### src/rtl/imem_pkg.sv
// +--------------------------------------------------------------------+
// | imem_pkg - shared IMem/loader/stall constants and state encoding   |
// | Revision: 1.0                                                      |
// +--------------------------------------------------------------------+
`default_nettype none

package imem_pkg;
    localparam int WORD_W         = 32;
    localparam int BYTES_PER_WORD = 4;

    typedef enum logic [1:0] {
        ST_IDLE  = 2'd0,
        ST_LOAD  = 2'd1,
        ST_WRITE = 2'd2,
        ST_DONE  = 2'd3
    } state_t;
endpackage

`default_nettype wire

### src/rtl/imem_loader_byte_packer.sv
// +--------------------------------------------------------------------+
// | byte_packer - byte counter plus shift register forming 32-bit words|
// | Revision: 1.0                                                      |
// +--------------------------------------------------------------------+
`default_nettype none

module byte_packer
    import imem_pkg::*;
#(
    parameter bit BIG_ENDIAN = 1'b1
) (
    input  logic              clk,
    input  logic              rst_n,
    input  logic              clear,
    input  logic              take,
    input  logic [7:0]        byte_data,
    output logic [WORD_W-1:0] word_next,
    output logic              word_full
);

    localparam int CNT_W = $clog2(BYTES_PER_WORD);

    logic [CNT_W-1:0]  r_cnt;
    logic [WORD_W-1:0] r_word;

    // word_next is the value the register takes on the accepting edge, so the
    // top can capture a completed word on the same edge as its last byte.
    generate
        if (BIG_ENDIAN) begin : g_big
            assign word_next = {r_word[WORD_W-9:0], byte_data};
        end else begin : g_little
            assign word_next = {byte_data, r_word[WORD_W-1:8]};
        end
    endgenerate

    assign word_full = take && (r_cnt == CNT_W'(BYTES_PER_WORD - 1));

    always_ff @(posedge clk or negedge rst_n) begin
        if (!rst_n) begin
            r_cnt  <= '0;
            r_word <= '0;
        end else if (clear) begin
            r_cnt  <= '0;
            r_word <= '0;
        end else if (take) begin
            r_cnt  <= r_cnt + 1'b1;
            r_word <= word_next;
        end
    end

endmodule

`default_nettype wire

### src/rtl/imem_loader.sv
// +--------------------------------------------------------------------+
// | imem_loader - packs host bytes into words and writes them to IMem  |
// | Revision: 1.0                                                      |
// +--------------------------------------------------------------------+
`default_nettype none

module imem_loader
    import imem_pkg::*;
#(
    parameter int ADDR_W     = 8,
    parameter int DEPTH      = 64,
    parameter bit BIG_ENDIAN = 1'b1
) (
    input  logic              clk,
    input  logic              rst_n,
    input  logic              start,
    input  logic              abort,
    input  logic [6:0]        num_words,
    input  logic              byte_valid,
    input  logic [7:0]        byte_data,
    output logic              byte_ready,
    output logic              mem_we,
    output logic [ADDR_W-1:0] mem_addr,
    output logic [WORD_W-1:0] mem_wdata,
    output logic              busy,
    output logic              cpu_hold,
    output logic              done
);

    state_t            r_state;
    state_t            w_state_next;
    logic [6:0]        r_num_words;
    logic [6:0]        r_word_idx;
    logic [ADDR_W-1:0] r_mem_addr;
    logic [WORD_W-1:0] r_mem_wdata;

    logic              w_start_ok;
    logic              w_abort_ok;
    logic              w_take;
    logic              w_clear;
    logic              w_word_full;
    logic              w_last_word;
    logic [6:0]        w_nw_clamped;
    logic [WORD_W-1:0] w_word_next;

    assign w_start_ok   = (r_state == ST_IDLE) && start;
    assign w_abort_ok   = (r_state != ST_IDLE) && abort;
    assign w_take       = (r_state == ST_LOAD) && byte_valid;
    assign w_clear      = w_start_ok || w_abort_ok;
    assign w_last_word  = (r_word_idx == (r_num_words - 7'd1));
    assign w_nw_clamped = (num_words > 7'(DEPTH)) ? 7'(DEPTH) : num_words;

    byte_packer #(
        .BIG_ENDIAN (BIG_ENDIAN)
    ) u_packer (
        .clk       (clk),
        .rst_n     (rst_n),
        .clear     (w_clear),
        .take      (w_take),
        .byte_data (byte_data),
        .word_next (w_word_next),
        .word_full (w_word_full)
    );

    always_ff @(posedge clk or negedge rst_n) begin
        if (!rst_n) begin
            r_state <= ST_IDLE;
        end else begin
            r_state <= w_state_next;
        end
    end

    always_comb begin
        w_state_next = r_state;
        case (r_state)
            ST_IDLE:  if (start) w_state_next = (num_words == 7'd0) ? ST_DONE : ST_LOAD;
            ST_LOAD:  if (w_word_full) w_state_next = ST_WRITE;
            ST_WRITE: w_state_next = w_last_word ? ST_DONE : ST_LOAD;
            ST_DONE:  w_state_next = ST_IDLE;
            default:  w_state_next = ST_IDLE;
        endcase
        // Abort overrides everything, including a word completing this cycle.
        if (w_abort_ok) begin
            w_state_next = ST_IDLE;
        end
    end

    always_ff @(posedge clk or negedge rst_n) begin
        if (!rst_n) begin
            r_num_words <= '0;
            r_word_idx  <= '0;
            r_mem_addr  <= '0;
            r_mem_wdata <= '0;
        end else begin
            if (w_start_ok) begin
                r_num_words <= w_nw_clamped;
                r_word_idx  <= '0;
            end
            if (w_word_full && !w_abort_ok) begin
                r_mem_addr  <= ADDR_W'({r_word_idx, 2'b00});
                r_mem_wdata <= w_word_next;
            end
            if (r_state == ST_WRITE) begin
                r_word_idx <= r_word_idx + 7'd1;
            end
        end
    end

    assign byte_ready = (r_state == ST_LOAD);
    assign mem_we     = (r_state == ST_WRITE);
    assign mem_addr   = r_mem_addr;
    assign mem_wdata  = r_mem_wdata;
    assign busy       = (r_state != ST_IDLE);
    assign cpu_hold   = busy;
    assign done       = (r_state == ST_DONE);

endmodule

`default_nettype wire

### config.mk
export PLATFORM = sky130hd
export DESIGN_NAME = imem_loader
export DESIGN_NICKNAME = d
export VERILOG_FILES = /design/src/rtl/imem_pkg.sv /design/src/rtl/imem_loader_byte_packer.sv /design/src/rtl/imem_loader.sv
export SDC_FILE = /design/constraint.sdc
export NUM_CORES = 1
export LEC_CHECK = 0
export BUFFER_PORTS_ARGS = -buffer_cell sky130_fd_sc_hd__clkbuf_2
export CAP_MARGIN = 5
export CORE_ASPECT_RATIO = 1.2
export CORE_MARGIN = 2
export CORE_UTILIZATION = 49
export CTS_CLUSTER_DIAMETER = 200
export DETAILED_ROUTE_END_ITERATION = 12
export GPL_ROUTABILITY_DRIVEN = 0
export PLACE_DENSITY_LB_ADDON = 0.05
export SLEW_MARGIN = 20
export SYNTH_ARGS = -nofsm -noshare
export SYNTH_HDL_FRONTEND = slang
export SYNTH_SLANG_ARGS = --single-unit
export TNS_END_PERCENT = 1
### constraint.sdc
create_clock -name clk -period 1.57 [get_ports clk]
set_input_delay 0.157 -clock clk [delete_from_list [all_inputs] [get_ports clk]]
set_output_delay 0.157 -clock clk [all_outputs]
set_load 0.05 [all_outputs]
==> impl_results.md <==
* Critical path cell sequence: inv_1 -> ha_4 -> nor2b_4 -> or3_1 -> a31oi_1 -> a31oi_1 -> nor3_1
* Cell mode on critical path: a31oi_1
* Synth top area cells: dfrtp_1 (58%), nand2_1 (7.0%), mux2_1 (6.5%)
* Total wire length at 7060 µm
* Synth area leader: dfrtp_1
* Synth async-reset ratio at 1.00
* Gr ovfl total at 0
* TritonCTS Buffers at 9
* TritonCTS clock tree: built
* Max IR drop VDD at 1110 µV
* Port Buffers at 62
* Slowest library cell on the worst path: or3_1
* RSZ-0062 raised after global routing: yes
* Clock transition at path regs at 0.09 ns
* Slew Limit Fails at 0
* Cells after Synth at 307
* Max FO, Critical Path at 3
* Synth Area per Inst at 11.2 µm²
* Io pins at 65
* Final setup vio count at 15
* Detailed Route Iter0 Violations at 91
* Final ANT Viol Nets at 0
* Die area at 7720 µm²
* Initial Util at 0.506
* Layout filler cell count at 576
* Die H at 95.8 µm
* Clock network power share at 0.235
* Nets at 409
* H-tree depth at 3
* Share of cells above drive strength 1 at 0.350
* Multi-input gate area at 1430 µm²
* DP Area at 3970 µm²
* Setup TNS at -0.109 ns
* Drt wl/cell at 14.8 µm
* Die width at 80.5 µm
* Synth Flop Type: dfrtp_1
* Highest-count cells in the layout ignoring fill and taps: dfrtp_1 (79), nand2_1 (63), clkbuf_2 (58), a21oi_1 (30), mux2_4 (19)
* Fin Hold WS at 0.0324 ns
* Status: complete, but fails checks
* Psw at 2.46 mW
* Synth unique cells at 37
* Design Area, Final at 4410 µm²
* Violated checks: setup timing
* Pwr per Cell Area at 1530 nW/µm²
* Peak Freq at 0.627 GHz
* Final period util at 1.02
* Yosys warns at 0
* Largest net degree at the start of global routing at 81
* Leakage at 2.17 nW
* Sequential area share after synthesis at 0.581
* Layout area overhead at 28.0%
* Clock Root Buffer: clkbuf_8
* Register Area at 2000 µm²
* Crit path DAT at 1.85 ns
* Switching Share at 0.365
* Core ar. at 6810 µm²
* Seq pwr share at 0.394
* Worst path required time at 1.82 ns
* Crit end category: flop
* Tightest Hold Check Type: input port to flop
* Clock Sinks at 80
* Hpwl dp at 4480 µm
* FP Rows at 33
* Latest clock arrival within the worst-skew pair at 0.35 ns
* Fin worst setup slack at -0.0260 ns
* Residual DRC count at 0
* Clock Skew at 0.0112 ns
* Logic pwr share at 0.372
* Cell total after placement at 457
* Post-Syn Area at 3440 µm²
* Diode count at 0
* Max Cap Violations at 0
* Total GRT Usage at 0.202
* Post-synth top area share at 0.581
* CP Buf/Inv Count at 1
* Via count at 2468
* Most common cell after layout, fill and taps aside: dfrtp_1
* Number of synthesized flops with an enable pin at 0
* Detailed Routing Iterations Pass 1 at 4
* Clock buffer depth at 2
* Initial antenna violation count at 0
* Flops & latches, synth at 80
* Critical Path Start Type: flop
* CP Class: flop to flop
* Vias per Instance at 5.16
* Final Hold Viols at 0
* CP peak stage delay at 0.37 ns
* Minimum clock period at 1.60 ns
* Finished Layout Cells at 478
* Vias in the first global route at 2449
* Pint at 4.28 mW
* Global-route wire length before repair at 11800 µm
* CP top delay family: simple AND/OR/NAND/NOR gates
cell type report:
class,instances,area share
flip-flops and latches,80,0.454
multi-input cells,204,0.325
repair buffers,85,0.143
clock buffers,10,0.0312
well taps,87,0.0247
clock inverters,6,0.0167
inverters,6,0.00511
metal layers:
metal  up-vias  wire length [µm]  global-route usage
li1       1202                 -                   -
met1      1199              3080               0.262
met2        56              3530               0.324
met3        11               324              0.0413
met4         0               122               0.100
met5         -                 0                   0
path summary, 6_finish.rpt:
check / startpoint / slack (ns) / end / cells past startpoint
min in group asynchronous: rst_n / 0.36 / r_num_words[3] / 3
setup / recovery: r_num_words[1] / -0.03 / r_state[1] / 7
hold / removal: byte_data[3] / 0.03 / u_packer.r_word[3] / 3
max in group asynchronous: rst_n / 0.83 / r_state[1] / 3
hold reg to reg: mem_wdata[25] / 0.49 / mem_wdata[25] / 1
setup reg to reg: r_num_words[1] / -0.03 / r_state[1] / 7
sequential cells by signal (all words and copies together), names as in the netlist:
signal and cells:
r_num_words 7, u_packer.r_word 24, r_state 2, mem_wdata 32
u_packer.r_cnt 2, mem_addr 6, r_word_idx 7
power by group through the flow:
stage               combinational, mW  clock, mW  sequential, mW
floorplan                        1.35          0            2.76
global placement                 2.23          0            2.67
global route                     2.76       1.73            2.70
detailed placement               2.25          0            2.68
finish                           2.51       1.58            2.65
CTS                              2.37       1.62            2.64
what timing repair did:
action / 4_1_cts / 5_1_grt
setup endpoints to repair: 38 / 45
gates cloned: 1 / 0
setup buffers: 2 / 1
hold endpoints to repair: 80 / 0
gates resized for setup: 16 / 28
pin swaps: 4 / 9
hold buffers: 1 / 0
stage by stage:
| step | setup slack, ns | total power [mW] | utilization |
|---|---|---|---|
| floorplan | -0.210 | 4.11 | - |
| global placement | -0.00712 | 4.89 | 0.582 |
| detailed placement | -0.0549 | 4.92 | 0.582 |
| CTS | -0.0229 | 6.63 | 0.630 |
| global route | -0.126 | 7.18 | 0.647 |
| finish | -0.0260 | 6.74 | 0.647 |
cells by family after synthesis:
kind of cell             after synthesis  synth area share
adder cells (fa/ha/maj)                3            0.0109
AO/OA/AOI/OAI                         52            0.0825
XOR/XNOR                               9            0.0229
AND/OR/NAND/NOR                       98             0.132
multiplexers                          40             0.130
buffers and inverters                 24            0.0392
flip-flops                            80             0.581
other                                  1           0.00109
cells in the mapped netlist (all sizes together), types with 5 or more instances:
library cell,count
nand2b,7
clkbuf,5
inv,6
nand2,64
o21ai,11
dfrtp,80
a21oi,30
mux2,39
xnor2,7
buf,13
nor3,5
tightest hold or removal path: stages:
cell and delay [ns]:
clkbuf_2 0.09, nand2_1 0.05, a21oi_1 0.05
Note: power is estimated with default switching activity, not from simulation.
